File: src/rtl/osc_lock_ctrl.sv
// Frequency-lock controller for the injection-locked ring oscillator: two-phase SAR
// search over the coarse/fine varactor codes, a verify measurement, then optional LSB tracking.
module osc_lock_ctrl #(
    parameter int MSB_W        = 8,
    parameter int LSB_W        = 5,
    parameter int CNT_W        = 16,
    parameter int WIN_CYC      = 256,
    parameter int SETTLE_CYC   = 16,
    parameter int TOL          = 2,
    parameter int TRACK_PERIOD = 4096
) (
    input  logic             ref_clk,
    input  logic             rstb,
    input  logic             start,
    input  logic             abort,
    input  logic             track_en,
    input  logic [CNT_W-1:0] target_cnt,
    input  logic [CNT_W-1:0] osc_cnt,
    output logic             glob_en,
    output logic             inj_en,
    output logic [MSB_W-1:0] delay_con_msb,
    output logic [LSB_W-1:0] delay_con_lsb,
    output logic [CNT_W-1:0] meas_cnt,
    output logic             busy,
    output logic             locked,
    output logic             fail
);

    // Control contract: start is a one-cycle request accepted only while the FSM sits
    // in IDLE, LOCKED or FAIL; busy rises the cycle after acceptance and falls when
    // locked/fail is raised or abort is seen. abort is a level that overrides everything.

    typedef enum logic [2:0] {
        ST_IDLE, ST_SETTLE, ST_SNAP, ST_WINDOW, ST_DECIDE, ST_LOCKED, ST_TRACK, ST_FAIL
    } state_t;

    typedef enum logic [1:0] {
        PH_MSB, PH_LSB, PH_VERIFY, PH_TRACK
    } phase_t;

    localparam int BIT_W   = $clog2((MSB_W > LSB_W) ? MSB_W : LSB_W);
    localparam int TMR_MAX = (TRACK_PERIOD > WIN_CYC) ?
                             ((TRACK_PERIOD > SETTLE_CYC) ? TRACK_PERIOD : SETTLE_CYC) :
                             ((WIN_CYC > SETTLE_CYC) ? WIN_CYC : SETTLE_CYC);
    localparam int TMR_W   = $clog2(TMR_MAX + 1);

    localparam logic [TMR_W-1:0]  SETTLE_LAST = TMR_W'(SETTLE_CYC - 1);
    localparam logic [TMR_W-1:0]  WIN_LAST    = TMR_W'(WIN_CYC - 1);
    localparam logic [TMR_W-1:0]  TRK_LAST    = TMR_W'(TRACK_PERIOD - 1);
    localparam logic [BIT_W-1:0]  MSB_TOP     = BIT_W'(MSB_W - 1);
    localparam logic [BIT_W-1:0]  LSB_TOP     = BIT_W'(LSB_W - 1);
    localparam logic [MSB_W-1:0]  MSB_INIT    = {1'b1, {(MSB_W-1){1'b0}}};
    localparam logic [LSB_W-1:0]  LSB_INIT    = {1'b1, {(LSB_W-1){1'b0}}};
    localparam logic [LSB_W-1:0]  LSB_MAX     = '1;
    localparam logic [LSB_W-1:0]  LSB_MIN     = '0;
    localparam logic signed [CNT_W:0] TOL_P   = (CNT_W+1)'(TOL);
    localparam logic signed [CNT_W:0] TOL_N   = (CNT_W+1)'(-TOL);

    state_t             state, state_nxt;
    phase_t             phase, phase_nxt;
    logic [BIT_W-1:0]   bit_idx, bit_nxt, bit_dec;
    logic [TMR_W-1:0]   tmr, tmr_nxt;
    logic [CNT_W-1:0]   c0, c0_nxt, c1, c1_nxt;
    logic [MSB_W-1:0]   msb_nxt;
    logic [LSB_W-1:0]   lsb_nxt;
    logic [CNT_W-1:0]   meas_nxt;
    logic               glob_nxt, inj_nxt, busy_nxt, locked_nxt, fail_nxt;

    logic [CNT_W-1:0]   meas_new;
    logic signed [CNT_W:0] diff;
    logic               sar_keep, in_tol, too_fast, too_slow;

    // Modular subtraction keeps the window count correct across osc_cnt wrap.
    assign meas_new = c1 - c0;
    assign diff     = $signed({1'b0, meas_new}) - $signed({1'b0, target_cnt});
    assign sar_keep = meas_new > target_cnt;
    assign in_tol   = (diff <= TOL_P) && (diff >= TOL_N);
    assign too_fast = diff > TOL_P;
    assign too_slow = diff < TOL_N;
    assign bit_dec  = bit_idx - 1'b1;

    always_ff @(posedge ref_clk) begin
        if (!rstb) begin
            state         <= ST_IDLE;
            phase         <= PH_MSB;
            bit_idx       <= '0;
            tmr           <= '0;
            c0            <= '0;
            c1            <= '0;
            delay_con_msb <= '0;
            delay_con_lsb <= '0;
            meas_cnt      <= '0;
            glob_en       <= 1'b0;
            inj_en        <= 1'b0;
            busy          <= 1'b0;
            locked        <= 1'b0;
            fail          <= 1'b0;
        end else begin
            state         <= state_nxt;
            phase         <= phase_nxt;
            bit_idx       <= bit_nxt;
            tmr           <= tmr_nxt;
            c0            <= c0_nxt;
            c1            <= c1_nxt;
            delay_con_msb <= msb_nxt;
            delay_con_lsb <= lsb_nxt;
            meas_cnt      <= meas_nxt;
            glob_en       <= glob_nxt;
            inj_en        <= inj_nxt;
            busy          <= busy_nxt;
            locked        <= locked_nxt;
            fail          <= fail_nxt;
        end
    end

    always_comb begin
        state_nxt  = state;
        phase_nxt  = phase;
        bit_nxt    = bit_idx;
        tmr_nxt    = tmr;
        c0_nxt     = c0;
        c1_nxt     = c1;
        msb_nxt    = delay_con_msb;
        lsb_nxt    = delay_con_lsb;
        meas_nxt   = meas_cnt;
        glob_nxt   = glob_en;
        inj_nxt    = inj_en;
        busy_nxt   = busy;
        locked_nxt = locked;
        fail_nxt   = fail;

        case (state)
            ST_IDLE, ST_LOCKED, ST_FAIL: begin
                if (start) begin
                    msb_nxt    = MSB_INIT;
                    lsb_nxt    = '0;
                    phase_nxt  = PH_MSB;
                    bit_nxt    = MSB_TOP;
                    tmr_nxt    = '0;
                    glob_nxt   = 1'b1;
                    inj_nxt    = 1'b0;
                    busy_nxt   = 1'b1;
                    locked_nxt = 1'b0;
                    fail_nxt   = 1'b0;
                    state_nxt  = ST_SETTLE;
                end else if (state == ST_LOCKED) begin
                    if (!track_en) begin
                        tmr_nxt = '0;
                    end else if (tmr == TRK_LAST) begin
                        tmr_nxt   = '0;
                        phase_nxt = PH_TRACK;
                        state_nxt = ST_SETTLE;
                    end else begin
                        tmr_nxt = tmr + 1'b1;
                    end
                end
            end
            ST_SETTLE: begin
                if (tmr == SETTLE_LAST) begin
                    tmr_nxt   = '0;
                    state_nxt = ST_SNAP;
                end else begin
                    tmr_nxt = tmr + 1'b1;
                end
            end
            ST_SNAP: begin
                c0_nxt    = osc_cnt;
                tmr_nxt   = '0;
                state_nxt = ST_WINDOW;
            end
            ST_WINDOW: begin
                if (tmr == WIN_LAST) begin
                    c1_nxt    = osc_cnt;
                    tmr_nxt   = '0;
                    state_nxt = (phase == PH_TRACK) ? ST_TRACK : ST_DECIDE;
                end else begin
                    tmr_nxt = tmr + 1'b1;
                end
            end
            ST_DECIDE: begin
                meas_nxt  = meas_new;
                state_nxt = ST_SETTLE;
                case (phase)
                    PH_MSB: begin
                        // Too fast means more capacitance is needed, so the trial bit stays.
                        if (!sar_keep) msb_nxt[bit_idx] = 1'b0;
                        if (bit_idx != '0) begin
                            bit_nxt          = bit_dec;
                            msb_nxt[bit_dec] = 1'b1;
                        end else begin
                            phase_nxt = PH_LSB;
                            bit_nxt   = LSB_TOP;
                            lsb_nxt   = LSB_INIT;
                        end
                    end
                    PH_LSB: begin
                        if (!sar_keep) lsb_nxt[bit_idx] = 1'b0;
                        if (bit_idx != '0) begin
                            bit_nxt          = bit_dec;
                            lsb_nxt[bit_dec] = 1'b1;
                        end else begin
                            phase_nxt = PH_VERIFY;
                        end
                    end
                    default: begin
                        busy_nxt = 1'b0;
                        if (in_tol) begin
                            locked_nxt = 1'b1;
                            inj_nxt    = 1'b1;
                            tmr_nxt    = '0;
                            state_nxt  = ST_LOCKED;
                        end else begin
                            fail_nxt  = 1'b1;
                            state_nxt = ST_FAIL;
                        end
                    end
                endcase
            end
            ST_TRACK: begin
                meas_nxt  = meas_new;
                tmr_nxt   = '0;
                state_nxt = ST_LOCKED;
                // A step past either end of the fine range means lock can no longer be held.
                if ((too_fast && delay_con_lsb == LSB_MAX) ||
                    (too_slow && delay_con_lsb == LSB_MIN)) begin
                    locked_nxt = 1'b0;
                    inj_nxt    = 1'b0;
                    fail_nxt   = 1'b1;
                    state_nxt  = ST_FAIL;
                end else if (too_fast) begin
                    lsb_nxt = delay_con_lsb + 1'b1;
                end else if (too_slow) begin
                    lsb_nxt = delay_con_lsb - 1'b1;
                end
            end
            default: begin
                state_nxt = ST_IDLE;
            end
        endcase

        if (abort) begin
            state_nxt  = ST_IDLE;
            phase_nxt  = phase;
            bit_nxt    = bit_idx;
            tmr_nxt    = '0;
            c0_nxt     = c0;
            c1_nxt     = c1;
            msb_nxt    = delay_con_msb;
            lsb_nxt    = delay_con_lsb;
            meas_nxt   = meas_cnt;
            fail_nxt   = fail;
            glob_nxt   = 1'b0;
            inj_nxt    = 1'b0;
            busy_nxt   = 1'b0;
            locked_nxt = 1'b0;
        end
    end

endmodule
File: config.mk
export PLATFORM = sky130hd
export DESIGN_NAME = osc_lock_ctrl
export DESIGN_NICKNAME = d
export VERILOG_FILES = /design/src/rtl/osc_lock_ctrl.sv
export SDC_FILE = /design/constraint.sdc
export NUM_CORES = 1
export LEC_CHECK = 0
export ABC_AREA = 1
export BUFFER_PORTS_ARGS = -buffer_cell sky130_fd_sc_hd__buf_2
export CAP_MARGIN = 20
export CORE_MARGIN = 1
export CORE_UTILIZATION = 50
export CTS_CLUSTER_SIZE = 10
export DETAILED_ROUTE_END_ITERATION = 12
export GPL_TIMING_DRIVEN = 0
export HOLD_SLACK_MARGIN = 0.15
export PLACE_DENSITY = 0.71
export SLEW_MARGIN = 0
export SYNTH_ARGS = -nofsm -noshare
export SYNTH_HDL_FRONTEND = slang
export SYNTH_SLANG_ARGS = --single-unit
File: constraint.sdc
create_clock -name ref_clk -period 5.8 [get_ports ref_clk]
set_input_delay 1.16 -clock ref_clk [delete_from_list [all_inputs] [get_ports ref_clk]]
set_output_delay 1.16 -clock ref_clk [all_outputs]
set_load 0.005 [all_outputs]
==> impl_metrics.csv <==
group,metric,value,unit
clock_tree,clockRootBuffer,"clkbuf_16",
die,die_width,115,um
yosys,synth_top_family_by_area,"simple AND/OR/NAND/NOR gates",
clock_tree,cts_resized,0,
layout,post-route-util,59.0,%
clock_tree,cts_hold_buf,0,
yosys,synth-async-reset-ratio,0,%
yosys,yosys.area.top_type_share,27.2,%
die,std_cell_rows,40,
clock_tree,post_cts_buffers,0,
setup_path,worstSetupPathType,"reg -> reg",
die,die_h,115,um
place,dpl.cell_count,1247,
clock_tree,cts_sinks,86,
sta,finalHoldViolCount,0,
place,placed_area,6890,sq um
grt,antenna_found_initial,0,
place,pre_cts_slack,0.809,ns
sta,rsz0062_at_grt,"false",
yosys,synth_xor_area_share,2.63,%
sta,slew_violations,0,
yosys,syn_area,6330,sq um
yosys,synth_compound_gate_area_share,17.2,%
die,dieArea,13100,sq um
grt,grt_max_degree,17,
setup_path,worst_setup_path_end_kind,"register",
place,hpwl,12500,um
drt,final_antenna_net_count,0,
drt,drt-pass1-iter-count,5,
yosys,ys_ff_latch,86,
setup_path,crit_path_max_incr_delay,0.39,ns
setup_path,cp_max_fo,9,
grt,grt.total_usage,25.1,%
drt,viasPerCell,5.03,
drt,wl_per_cell,12.4,um
grt,grt_pass1_vias,5776,
yosys,synth_nets,1087,
setup_path,startpoint_type,"register",
yosys,yosysWarningCount,0,
drt,dr_total_vias,6350,
drt,route.detailed.drc,0,
layout,finalNetCount,1168,
yosys,avgSynthCellArea,6.28,sq um
run_status,status,"finished, final reports clean",
place,port_buffers,70,
sta,fin_crit,5.02,ns
layout,final_cell_area,7180,sq um
setup_path,cp.required,6.09,ns
place,place_congestion,0.893,
grt,grtUsageMet3,3.71,%
yosys,synthCells,1009,
grt,met2_usage,41.6,%
yosys,synth_ff_type,"dfxtp_1",
sta,setup_slack,0.781,ns
clock_tree,h-tree-depth,3,
layout,area_delta_synth_final,13.3,%
die,core_region_area,12200,sq um
setup_path,startpoint,"c0[1]",
hold_path,hp-class,"reg -> reg",
layout,fin_cells,1263,
grt,gr-max-usage-layer,"met2",
clock_tree,cts-buffers-inserted,9,
yosys,synthAdderAreaFrac,8.46,%
yosys,yosys.area_share.simple,32.4,%
yosys,ys_top_cells_by_area,"dfxtp_1 (27%), nand2_1 (14%), inv_1 (10%)",
setup_path,worstReg2RegStart,"c0[1]",
sta,timing.hold.ws,0.453,ns
power_and_ir_drop,power_density,220,nW/um^2
setup_path,worst_path_most_repeated_cell,"nand2_1",
die,start_util,52.1,%
yosys,synth_edf_count,0,
die,io_pins,71,
yosys,ys_types,49,
hold_path,min_from,"glob_en",
grt,grt_pass1_wl,26300,um
clock_tree,clock_latency,0.35,ns
layout,final_layout_size_suffix_gt1_share,12.5,%
sta,setup_viol,0,
sta,max_slew_margin,66.4,%
grt,met1_usage,33.9,%
clock_tree,cts_tree,"built",
clock_tree,cts_max_path_buffers,2,
sta,tightest_slew,0.503,ns
power_and_ir_drop,vdd_drop_max,230,uV
yosys,ys_seq_area_share,27.2,%
power_and_ir_drop,p_leak,3.68,nW
drt,drt-initial-drc-count,341,
yosys,synth_mux_area_share,0,%
layout,n_antenna_cell,0,
sta,clock_skew,0.00610,ns
setup_path,crit_slowest_cell,"dfxtp_1",
setup_path,worstPathArrival,5.31,ns
drt,drt-total-wl,15600,um
flow_run,maxCapViolCount,0,
sta,fmax,199,MHz
yosys,synthTopCellsByCount,"nand2_1 (239), inv_1 (172), nor2_1 (98)",
clock_tree,cts.clk_slew.worst_paths,0.07,ns
yosys,yosys.area.top_type,"dfxtp_1",
grt,grt_overflow,0,
power_and_ir_drop,totalPowerFinal,1.58,mW
yosys,synth_most_common_cell,"nand2_1",
sta,fin_crit_sh,86.5,%
sta,setup_tns,0,ns
registers in the layout (all words and copies together) (netlist names):
register and flops:
state 3, glob_en 1, tmr 13, delay_con_lsb 5
c0 16, fail 1, c1 16, delay_con_msb 8
phase 2, meas_cnt 16, locked 1, busy 1
bit_idx 3
cell type report:
type                            count  area, sq um
Inverter                          180          676
Buffer                             20         93.8
Clock inverter                      7         58.8
Clock buffer                        9          225
Tap cell                          168          210
Multi-Input combinational cell    723         3840
Fill cell                        1270         4980
Timing Repair Buffer               70          350
Sequential cell                    86         1720
path summary, 6_finish.rpt:
kind                                         end  slack, ns  cells after the start
worst max-delay path            delay_con_lsb[4]       0.78                     31
worst min-delay path                     glob_en       0.45                      2
worst max register to register  delay_con_lsb[4]       0.78                     31
worst min register to register           glob_en       0.45                      2
where the power goes:
part / internal [mW] / total, mW / switching [mW]
Combinational: 0.141 / 0.413 / 0.272
Sequential: 0.602 / 0.613 / 0.0108
Clock: 0.295 / 0.551 / 0.256
Total: 1.04 / 1.58 / 0.539
critical path: cells and delay by family (launching register included):
family / cells / cell delay [ns]
simple gates: 19 / 1.94
fa+ha+maj: 3 / 0.94
compound gates: 7 / 1.53
buf+inv: 2 / 0.13
flops: 1 / 0.39
layer usage:
layer | part of all wire (%) | wire length, um
met1 | 50 | 7770
met2 | 45 | 7100
met3 | 3.6 | 561
met4 | 1.2 | 187
met5 | 0 | 0
placed cells by master (no fill, tap or decap), types with 2 or more instances in the layout:
master / count
dfxtp_1: 86
o21ai_0: 74
o21ai_1: 9
fa_1: 3
clkinv_4: 3
buf_2: 70
nor2_1: 98
a31oi_1: 3
and2_1: 2
o31ai_1: 4
nand3_2: 5
clkinv_1: 3
nor3b_1: 2
nor4_1: 2
inv_6: 2
nand2_1: 239
o22ai_1: 2
nor2_2: 14
nor2_4: 2
clkbuf_16: 9
xnor2_1: 4
ha_1: 38
nand2_4: 5
a211oi_1: 3
inv_1: 172
clkinvlp_4: 2
buf_6: 2
a21oi_1: 88
nand3_1: 51
a21boi_0: 2
nand4_1: 12
xor2_1: 15
inv_2: 5
nor3_1: 9
o21bai_1: 11
clkbuf_1: 17
nand2_2: 10
logic make-up (layout without fill, tap and decap cells):
group	Yosys count	in the layout
AOI/OAI and AO/OA	202	202
xor gates and xnor gates	19	19
adders and majority gates	41	41
buffers and inverters	200	286
DFF	86	86
and+or+nand+nor	461	461
Note: power is estimated with default switching activity, not from simulation.
